==> src/rtl/mfx_control_sequencer.sv <==
// mfx_control_sequencer: hardwired fetch/execute sequencer for register-from-special-register
// moves. Moore strobes are decoded from the registered state. In T3 the source select is
// decoded combinationally from the freshly loaded IR opcode.
module mfx_control_sequencer #(
    parameter int                          OPCODE_W    = 5,
    parameter int                          NUM_SRC     = 2,
    parameter logic [NUM_SRC*OPCODE_W-1:0] SRC_OPCODES = {5'b01011, 5'b00011},
    parameter int                          MEM_TIMEOUT = 15,
    parameter int                          COUNT_W     = 16
) (
    input  logic                Clock,
    input  logic                clear,
    input  logic                start,
    input  logic                continuous,
    input  logic                stop,
    input  logic                err_clr,
    input  logic                memory_done,
    input  logic [OPCODE_W-1:0] ir_opcode,
    output logic                PCout,
    output logic                IncPC,
    output logic                MARin,
    output logic                Zin,
    output logic                Zlo_out,
    output logic                PCin,
    output logic                MDRin,
    output logic                Mem_Read,
    output logic                Mem_enable512x32,
    output logic                MDRout,
    output logic                IRin,
    output logic                Gra,
    output logic                Rin,
    output logic [NUM_SRC-1:0]  src_out,
    output logic                busy,
    output logic                done,
    output logic                illegal,
    output logic                mem_timeout,
    output logic [COUNT_W-1:0]  instr_count
);

    localparam int                WAIT_W    = $clog2(MEM_TIMEOUT + 1);
    localparam logic [WAIT_W-1:0] WAIT_LAST = WAIT_W'(MEM_TIMEOUT - 1);

    typedef enum logic [2:0] {
        S_IDLE = 3'd0,
        S_T0   = 3'd1,
        S_T1   = 3'd2,
        S_T1W  = 3'd3,
        S_T2   = 3'd4,
        S_T3   = 3'd5,
        S_ERR  = 3'd6
    } state_t;

    state_t               state_r;
    state_t               next_state_s;
    logic [WAIT_W-1:0]    wait_cnt_r;
    logic                 done_r;
    logic                 illegal_r;
    logic                 mem_timeout_r;
    logic [COUNT_W-1:0]   count_r;
    logic [NUM_SRC-1:0]   src_sel_s;
    logic                 match_s;
    logic                 retire_s;
    logic                 loop_s;
    logic                 timeout_s;

    assign retire_s  = (state_r == S_T3) && match_s;
    assign loop_s    = continuous && !stop;
    assign timeout_s = (state_r == S_T1W) && !memory_done && (wait_cnt_r == WAIT_LAST);

    assign done        = done_r;
    assign illegal     = illegal_r;
    assign mem_timeout = mem_timeout_r;
    assign instr_count = count_r;

    // Match the IR opcode against the source table; the lowest matching index wins.
    always_comb begin
        src_sel_s = '0;
        match_s   = 1'b0;
        for (int i = 0; i < NUM_SRC; i++) begin
            if (!match_s && (ir_opcode == SRC_OPCODES[i*OPCODE_W +: OPCODE_W])) begin
                src_sel_s[i] = 1'b1;
                match_s      = 1'b1;
            end else begin
                // earlier entry already matched, or this entry differs
            end
        end
    end

    // Next-state selection and Moore strobe decode from the current state.
    always_comb begin
        next_state_s     = state_r;
        PCout            = 1'b0;
        IncPC            = 1'b0;
        MARin            = 1'b0;
        Zin              = 1'b0;
        Zlo_out          = 1'b0;
        PCin             = 1'b0;
        MDRin            = 1'b0;
        Mem_Read         = 1'b0;
        Mem_enable512x32 = 1'b0;
        MDRout           = 1'b0;
        IRin             = 1'b0;
        Gra              = 1'b0;
        Rin              = 1'b0;
        src_out          = '0;
        busy             = 1'b0;
        case (state_r)
            S_IDLE: begin
                if (start) begin
                    next_state_s = S_T0;
                end else begin
                    next_state_s = S_IDLE;
                end
            end
            S_T0: begin
                busy         = 1'b1;
                PCout        = 1'b1;
                IncPC        = 1'b1;
                MARin        = 1'b1;
                Zin          = 1'b1;
                next_state_s = S_T1;
            end
            S_T1: begin
                busy             = 1'b1;
                Zlo_out          = 1'b1;
                PCin             = 1'b1;
                MDRin            = 1'b1;
                Mem_Read         = 1'b1;
                Mem_enable512x32 = 1'b1;
                if (memory_done) begin
                    next_state_s = S_T2;
                end else begin
                    next_state_s = S_T1W;
                end
            end
            S_T1W: begin
                busy             = 1'b1;
                MDRin            = 1'b1;
                Mem_Read         = 1'b1;
                Mem_enable512x32 = 1'b1;
                if (memory_done) begin
                    next_state_s = S_T2;
                end else if (timeout_s) begin
                    next_state_s = S_ERR;
                end else begin
                    next_state_s = S_T1W;
                end
            end
            S_T2: begin
                busy         = 1'b1;
                MDRout       = 1'b1;
                IRin         = 1'b1;
                next_state_s = S_T3;
            end
            S_T3: begin
                busy = 1'b1;
                if (match_s) begin
                    Gra     = 1'b1;
                    Rin     = 1'b1;
                    src_out = src_sel_s;
                    if (loop_s) begin
                        next_state_s = S_T0;
                    end else begin
                        next_state_s = S_IDLE;
                    end
                end else begin
                    next_state_s = S_ERR;
                end
            end
            S_ERR: begin
                if (err_clr) begin
                    next_state_s = S_IDLE;
                end else begin
                    next_state_s = S_ERR;
                end
            end
            default: begin
                next_state_s = S_IDLE;
            end
        endcase
    end

    // State register, memory wait counter, sticky fault flags, done pulse and retire count.
    always_ff @(posedge Clock or posedge clear) begin
        if (clear) begin
            state_r       <= S_IDLE;
            wait_cnt_r    <= '0;
            done_r        <= 1'b0;
            illegal_r     <= 1'b0;
            mem_timeout_r <= 1'b0;
            count_r       <= '0;
        end else begin
            state_r <= next_state_s;
            if ((state_r == S_T1W) && !memory_done && !timeout_s) begin
                wait_cnt_r <= wait_cnt_r + WAIT_W'(1);
            end else begin
                wait_cnt_r <= '0;
            end
            done_r <= retire_s && !loop_s;
            if (retire_s) begin
                count_r <= count_r + COUNT_W'(1);
            end else begin
                count_r <= count_r;
            end
            if ((state_r == S_ERR) && err_clr) begin
                illegal_r     <= 1'b0;
                mem_timeout_r <= 1'b0;
            end else begin
                if ((state_r == S_T3) && !match_s) begin
                    illegal_r <= 1'b1;
                end else begin
                    illegal_r <= illegal_r;
                end
                if (timeout_s) begin
                    mem_timeout_r <= 1'b1;
                end else begin
                    mem_timeout_r <= mem_timeout_r;
                end
            end
        end
    end

endmodule
==> config.mk <==
export PLATFORM = sky130hd
export DESIGN_NAME = mfx_control_sequencer
export DESIGN_NICKNAME = d
export VERILOG_FILES = /design/src/rtl/mfx_control_sequencer.sv
export SDC_FILE = /design/constraint.sdc
export NUM_CORES = 1
export LEC_CHECK = 0
export ABC_CLOCK_PERIOD_IN_PS = 1520
export CORE_MARGIN = 2
export CORE_UTILIZATION = 44
export DETAILED_ROUTE_END_ITERATION = 8
export PLACE_DENSITY = 0.79
export SETUP_SLACK_MARGIN = 0.05
export SYNTH_ARGS = -nofsm -noshare
export SYNTH_HDL_FRONTEND = slang
export SYNTH_SLANG_ARGS = --single-unit
==> constraint.sdc <==
create_clock -name Clock -period 1.52 [get_ports Clock]
set_input_delay 0.152 -clock Clock [delete_from_list [all_inputs] [get_ports Clock]]
set_output_delay 0.152 -clock Clock [all_outputs]
set_load 0.02 [all_outputs]
==> results by group <==
Timing
  • Final Critical Period: 1.53 ns
  • RSZ-0062 raised after global routing: yes
  • Skew final: 0.00146 ns
  • Highest clock frequency the design can meet: 653 MHz
  • Setup Viol. Count Final: 6
  • Final worst-path cycle share: 101%
  • Worst-case headroom to the max-slew limit: 77.4%
  • Fin. max-slew vios: 0
  • Fin. Hold Viols: 0
  • Minimum setup slack in the final design: -0.0123 ns
  • Slew at the pin with the worst max-slew slack: 0.335 ns

Yosys
  • Register bit total from synthesis: 26
  • Number of enable flip-flop cells after synthesis: 0
  • Register area share after synthesis: 49.5%
  • Mean post-synth cell area: 10.3 um^2
  • Yosys warning total: 0
  • Biggest area contributors in the synthesized netlist: dfrtp_1 50%, xnor2_1 9.3%, buf_4 4.6%
  • Largest area contributor in the synthesized netlist: dfrtp_1
  • Area fraction of the dominant cell type after synthesis: 49.5%
  • Main combinational cell family by area after synthesis: simple AND/OR/NAND/NOR gates
  • Mapped cell area: 1310 um^2
  • Number of nets produced by synthesis: 143
  • Fraction of the mapped netlist area in adder cells: 2.86%
  • Instance count of the mapped netlist: 128
  • Number of distinct standard cells referenced by the synthesized netlist: 32
  • Proportion of synthesized flip-flops having asynchronous set or reset: 100%
  • Main flop type after synthesis: dfrtp_1
  • Multiplexer share of the synthesized area: 0%
  • Fraction of the mapped netlist area in compound gates: 6.57%
  • Post-Synth XOR/XNOR Area: 11.9%
  • Simple-gate share of the synthesized area: 20.3%

CTS
  • CTS sink cnt: 26
  • Clock-pin slew on the worst setup and hold paths: 0.13 ns
  • Clock Root Buffer: clkbuf_4
  • CTS Buf Count: 3
  • Hold buffer count at cts: 0
  • Clk Latency, worst-skew pair: 0.32 ns
  • Clock tree from TritonCTS: yes
  • CTS H-tree lvls: 1
  • Worst-case clock buffer depth: 2

Floorplanning
  • Site Rows: 19
  • Top Ports: 47
  • Initial cell density of the core: 46.8%
  • Die span in y: 58.6 um
  • Total die area: 3440 um^2
  • Horiz. Die Dim: 58.6 um
  • CORE AREA: 2810 um^2

Flow run
  • Max-capacitance violation count: 0

Routing
  • Antenna-violating nets left: 0
  • DRT Wirelength: 3150 um
  • Pre-antenna DRT Iters: 6
  • DRC violations left: 1
  • Via-per-instance ratio: 5.25
  • Detailed Route Iter0 Violations: 35
  • Detailed-route wire length per cell: 14.5 um
  • Routed via count: 1140

Critical path
  • Kind of critical path: register to primary output
  • Register-to-register setup slack: 0.04 ns
  • Kind of capture point of the worst setup path: primary output
  • Required time of the critical path: 1.37 ns
  • Maximum fanout along the worst path: 4
  • Crit path launch type: register
  • Data arrival at the endpoint of the critical path: 1.38 ns

Status
  • Status: finished with violations
  • Violations in the final reports: design-rule violations, negative setup slack

Finish
  • Core Util, Final: 70.2%
  • Share of layout cells above drive strength 1: 32.8%
  • Number of antenna cells inserted: 0
  • Commonest cells after routing, fill and taps aside: 25 x dfrtp_1, 19 x buf_4, 18 x dlygate4sd2_1, 13 x xnor2_1, 13 x buf_6
  • Number of nets in the layout: 202
  • Filler-free cell count of the finished design: 217
  • Number of filler cells placed in the layout: 222
  • Commonest non-fill, non-tap cell in the layout: dfrtp_1
  • Post-synthesis to final-layout area growth: 49.9%

Place
  • Quantity of I/O buffers inserted on ports: 46
  • Number of placed cells counting well taps: 207
  • RD Place Congestion: 0.823
  • Post-DP HPWL: 2260 um

Pwr
  • Power density relative to cell area: 1280 nW/um^2
  • Lkg Pwr: 1.03 nW
  • Worst IR Drop VDD: 924 uV

Worst hold path
  • Min-Delay Path Class: primary input to async pin

Global route
  • Antenna violations before repair: 0
  • GRT Overall Usage: 18.9%
  • Residual overflow from global routing: 0
  • Vias in the first global route: 1051
  • Global-route wire length before repair: 4810 um
  • Largest net degree at the start of global routing: 27
## path summary, 6_finish.rpt
check,cells after the start,to,start
max in group asynchronous,3,state_r[2],clear
min in group Clock,3,done,continuous
min,3,wait_cnt_r[0],clear
max,5,src_out[0],state_r[1]
min reg2reg,1,instr_count[15],instr_count[15]
max reg2reg,5,instr_count[14],state_r[1]
## logic make-up (layout without fill, tap and decap cells)
group / after synthesis / in the layout
simple gates: 48 / 48
flops: 26 / 26
buf+inv: 20 / 78
xor+xnor: 17 / 17
compound gates: 14 / 14
fa+ha+maj: 3 / 3
## critical path: stages, from the launching register on
cell	delay [ns]
dfrtp_1	0.42
nor2b_1	0.16
nand3_2	0.14
buf_6	0.15
nor2_4	0.07
buf_6	0.12
## synth_stat cells, types with 2 or more instances
cell type  count
buf_4          8
nand2b_1       2
and4_1         2
dfrtp_1       26
nor3_1         3
o21ai_0        3
nor2_1         9
xnor2_1       14
nand3_1        8
nand2_1        9
xor2_1         2
inv_1          6
and3_1         6
ha_1           3
clkbuf_1       2
a21oi_1        6
nand4_1        2
buf_2          3
## power by group
group | switching [mW] | leakage (nW) | internal, mW
clock network | 0.203 | 0.0210 | 0.147
logic | 0.711 | 0.652 | 0.637
registers | 0.0654 | 0.355 | 0.760
total | 0.979 | 1.03 | 1.54
## state kept, by name, summed over array words and instances (netlist names)
register     cells
illegal          1
instr_count     16
done             1
mem_timeout      1
wait_cnt_r       4
state_r          3
## per-stage QoR
stage | setup WS, ns | hold WS (ns) | power (mW) | TNS (ns) | area, um^2
floorplan | -0.134 | 0.192 | 1.51 | -0.401 | 1320
global placement | -0.443 | 0.461 | 1.98 | -3.07 | 1840
detailed placement | -0.458 | 0.465 | 2.03 | -3.39 | 1840
CTS | -0.0349 | 0.161 | 2.32 | -0.0353 | 1830
global route | -0.0915 | 0.169 | 2.66 | -0.769 | 1970
finish | -0.0123 | 0.158 | 2.52 | -0.0393 | 1970
## layout make-up
class	instances	area, um^2	area share (%)
inverters	6	22.5	1.14
clock buffers	4	36.3	1.84
flip-flops and latches	26	652	33.1
well taps	31	38.8	1.97
multi-input cells	82	623	31.6
repair buffers	68	597	30.3
## repair_timing
| action | CTS | global route |
|---|---|---|
| buffers inserted | 1 | 5 |
| pin swaps | 0 | 5 |
| setup endpoints to repair | 43 | 27 |
| gates resized for setup | 99 | 25 |
## routing by layer
layer | track usage, % | routed length (um) | part of all wire (%)
met1 | 21.9 | 1190 | 38
met2 | 34.3 | 1670 | 53
met3 | 2.64 | 171 | 5.4
met4 | 8.77 | 119 | 3.8
met5 | 0 | 0 | 0
No activity file was read; power rests on OpenSTA's default activity.
==> edit 1: new RTL, same settings <==
Set the parameter `MEM_TIMEOUT` to 16 (it was 15).
--- a/src/rtl/mfx_control_sequencer.sv
+++ b/src/rtl/mfx_control_sequencer.sv
@@ -7,3 +7,3 @@
     parameter logic [NUM_SRC*OPCODE_W-1:0] SRC_OPCODES = {5'b01011, 5'b00011},
-    parameter int                          MEM_TIMEOUT = 15,
+    parameter int                          MEM_TIMEOUT = 16,
     parameter int                          COUNT_W     = 16
Check against the original RTL: no difference found for any inputs over 10 cycles, from zero or initial values; that may be too few to reach the edited logic, so the function may still have changed.
==> edit 1 against the original RTL <==
- the run ends with negative setup slack left
- synthesized area grew 7.6%
- wire length up 16%
- worst setup slack worse by 0.051 ns
- final cell count grew 13%
- non-clock buffer count is 2 higher
- die area rose by 7.1%
- register-to-register slack got worse by 0.05 ns
- synthesized cell count is 8.6% higher
- power is 5.2% higher
- sequential cell count rose by 1
- design area increased by 11%
==> edit 1: results (changes against the original RTL) <==
- Vias in the first global route: 1205 (was 1051)
- Post-Syn Area per Cell: 10.2 µm² (was 10.3 µm²)
- Largest net degree at the start of global routing: 28 (was 27)
- Final Setup Violations: 5 (was 6)
- Met2 usage: 37.8% (was 34.3%)
- Layout cells sized above 1: 36.8% (was 32.8%)
- First-pass GRT wire length: 5420 µm (was 4810 µm)
- Routability cong.: 0.885 (was 0.823)
- Clock buf/inv share: 1.38% (was 1.84%)
- Grt met3 use: 4.05% (was 2.64%)
- Sequential-to-total area share from yosys stat: 47.8% (was 49.5%)
- Met2 routed WL: 1990 µm (was 1670 µm)
- Setup_tns: -0.176 ns (was -0.0393 ns)
- Clock Sink Count: 27 (was 26)
- Comb_multi_in: 91 (was 82)
- DR iter-0 viols: 36 (was 35)
- Post-DR vias/cell: 5.16 (was 5.25)
- Final wirelength: 3670 µm (was 3150 µm)
- Synth top area cells: dfrtp_1, xor2_1, xnor2_1 (was dfrtp_1, xnor2_1, buf_4)
- Bufs w/o clock: 70 (was 68)
- Filler cell count: 237 (was 222)
- Compound-gate portion of the synthesized area: 6.11% (was 6.57%)
- Signal arrival time at the worst endpoint: 1.43 ns (was 1.38 ns)
- Final worst slack: -0.0635 ns (was -0.0123 ns)
- GRT Resource Usage Total: 20.4% (was 18.9%)
- Post-placement cell count: 234 (was 207)
- Final Core Density: 71.5% (was 70.2%)
- Synth Net Count: 154 (was 143)
- Clock Pin Slew Worst Setup and Hold Paths: 0.15 ns (was 0.13 ns)
- Status: complete, but fails checks (unchanged)
- Unique masters post-synth: 36 (was 32)
- Worst IR drop on VDD: 0.988 mV (was 0.924 mV)
- Failing checks: negative setup slack (was design-rule violations, negative setup slack)
- Lkg Pwr: 0.00115 µW (was 0.00103 µW)
- Nets: 217 (was 202)
- Worst path max stage delay: 0.49 ns (was 0.42 ns)
- WL met3: 125 µm (was 171 µm)
- Xor/xnor share of the synthesized area: 10.5% (was 11.9%)
- 1st-pass router iterations: 4 (was 6)
- Placed inst area: 0.00197 mm² (was 0.00184 mm²)
- Synth cell count leaders: dfrtp_1, nor2_1, nand2_1 (was dfrtp_1, xnor2_1, nand2_1, nor2_1)
- Setup Fix Bufs, Post-CTS: 2 (was 1)
- Area of the multi-input gates: 769 µm² (was 623 µm²)
- Via count: 1264 (was 1140)
- Max Fanout on Critical Path: 5 (was 4)
- WL met1: 1450 µm (was 1190 µm)
-- edit 1: changes by cell type in the layout (fill, tap and decap cells not counted), moves of 3 or more --
cell     change
a21oi_1      -4
and3_1       -5
buf_2        -6
buf_4       +11
buf_6        -3
nand2_1      +3
nand3_2      -3
nor2_2       +3
xnor2_1      -5
xor2_1       +7
-- edit 1: power groups by stage --
stage          Sequential, µW  Combinational (µW)  Clock [µW]
2_1_floorplan             888                 665           0
3_3_place_gp              872                1180           0
3_5_place_dp              877                1210           0
4_1_cts                   866                1260         327
5_1_grt                   884                1520         363
6_report                  876                1460         313
-- edit 1: final timing paths --
path                       depth (start not counted)  slack (ns)              end             from
hold reg to reg                                    1        0.48  instr_count[15]  instr_count[15]
setup / recovery                                   4       -0.06       src_out[0]       state_r[2]
setup reg to reg                                   5       -0.01  instr_count[13]       state_r[2]
max in group asynchronous                          3        1.11   instr_count[1]            clear
hold / removal                                     3        0.14    wait_cnt_r[0]            clear
min in group Clock                                 3        0.43             done       continuous
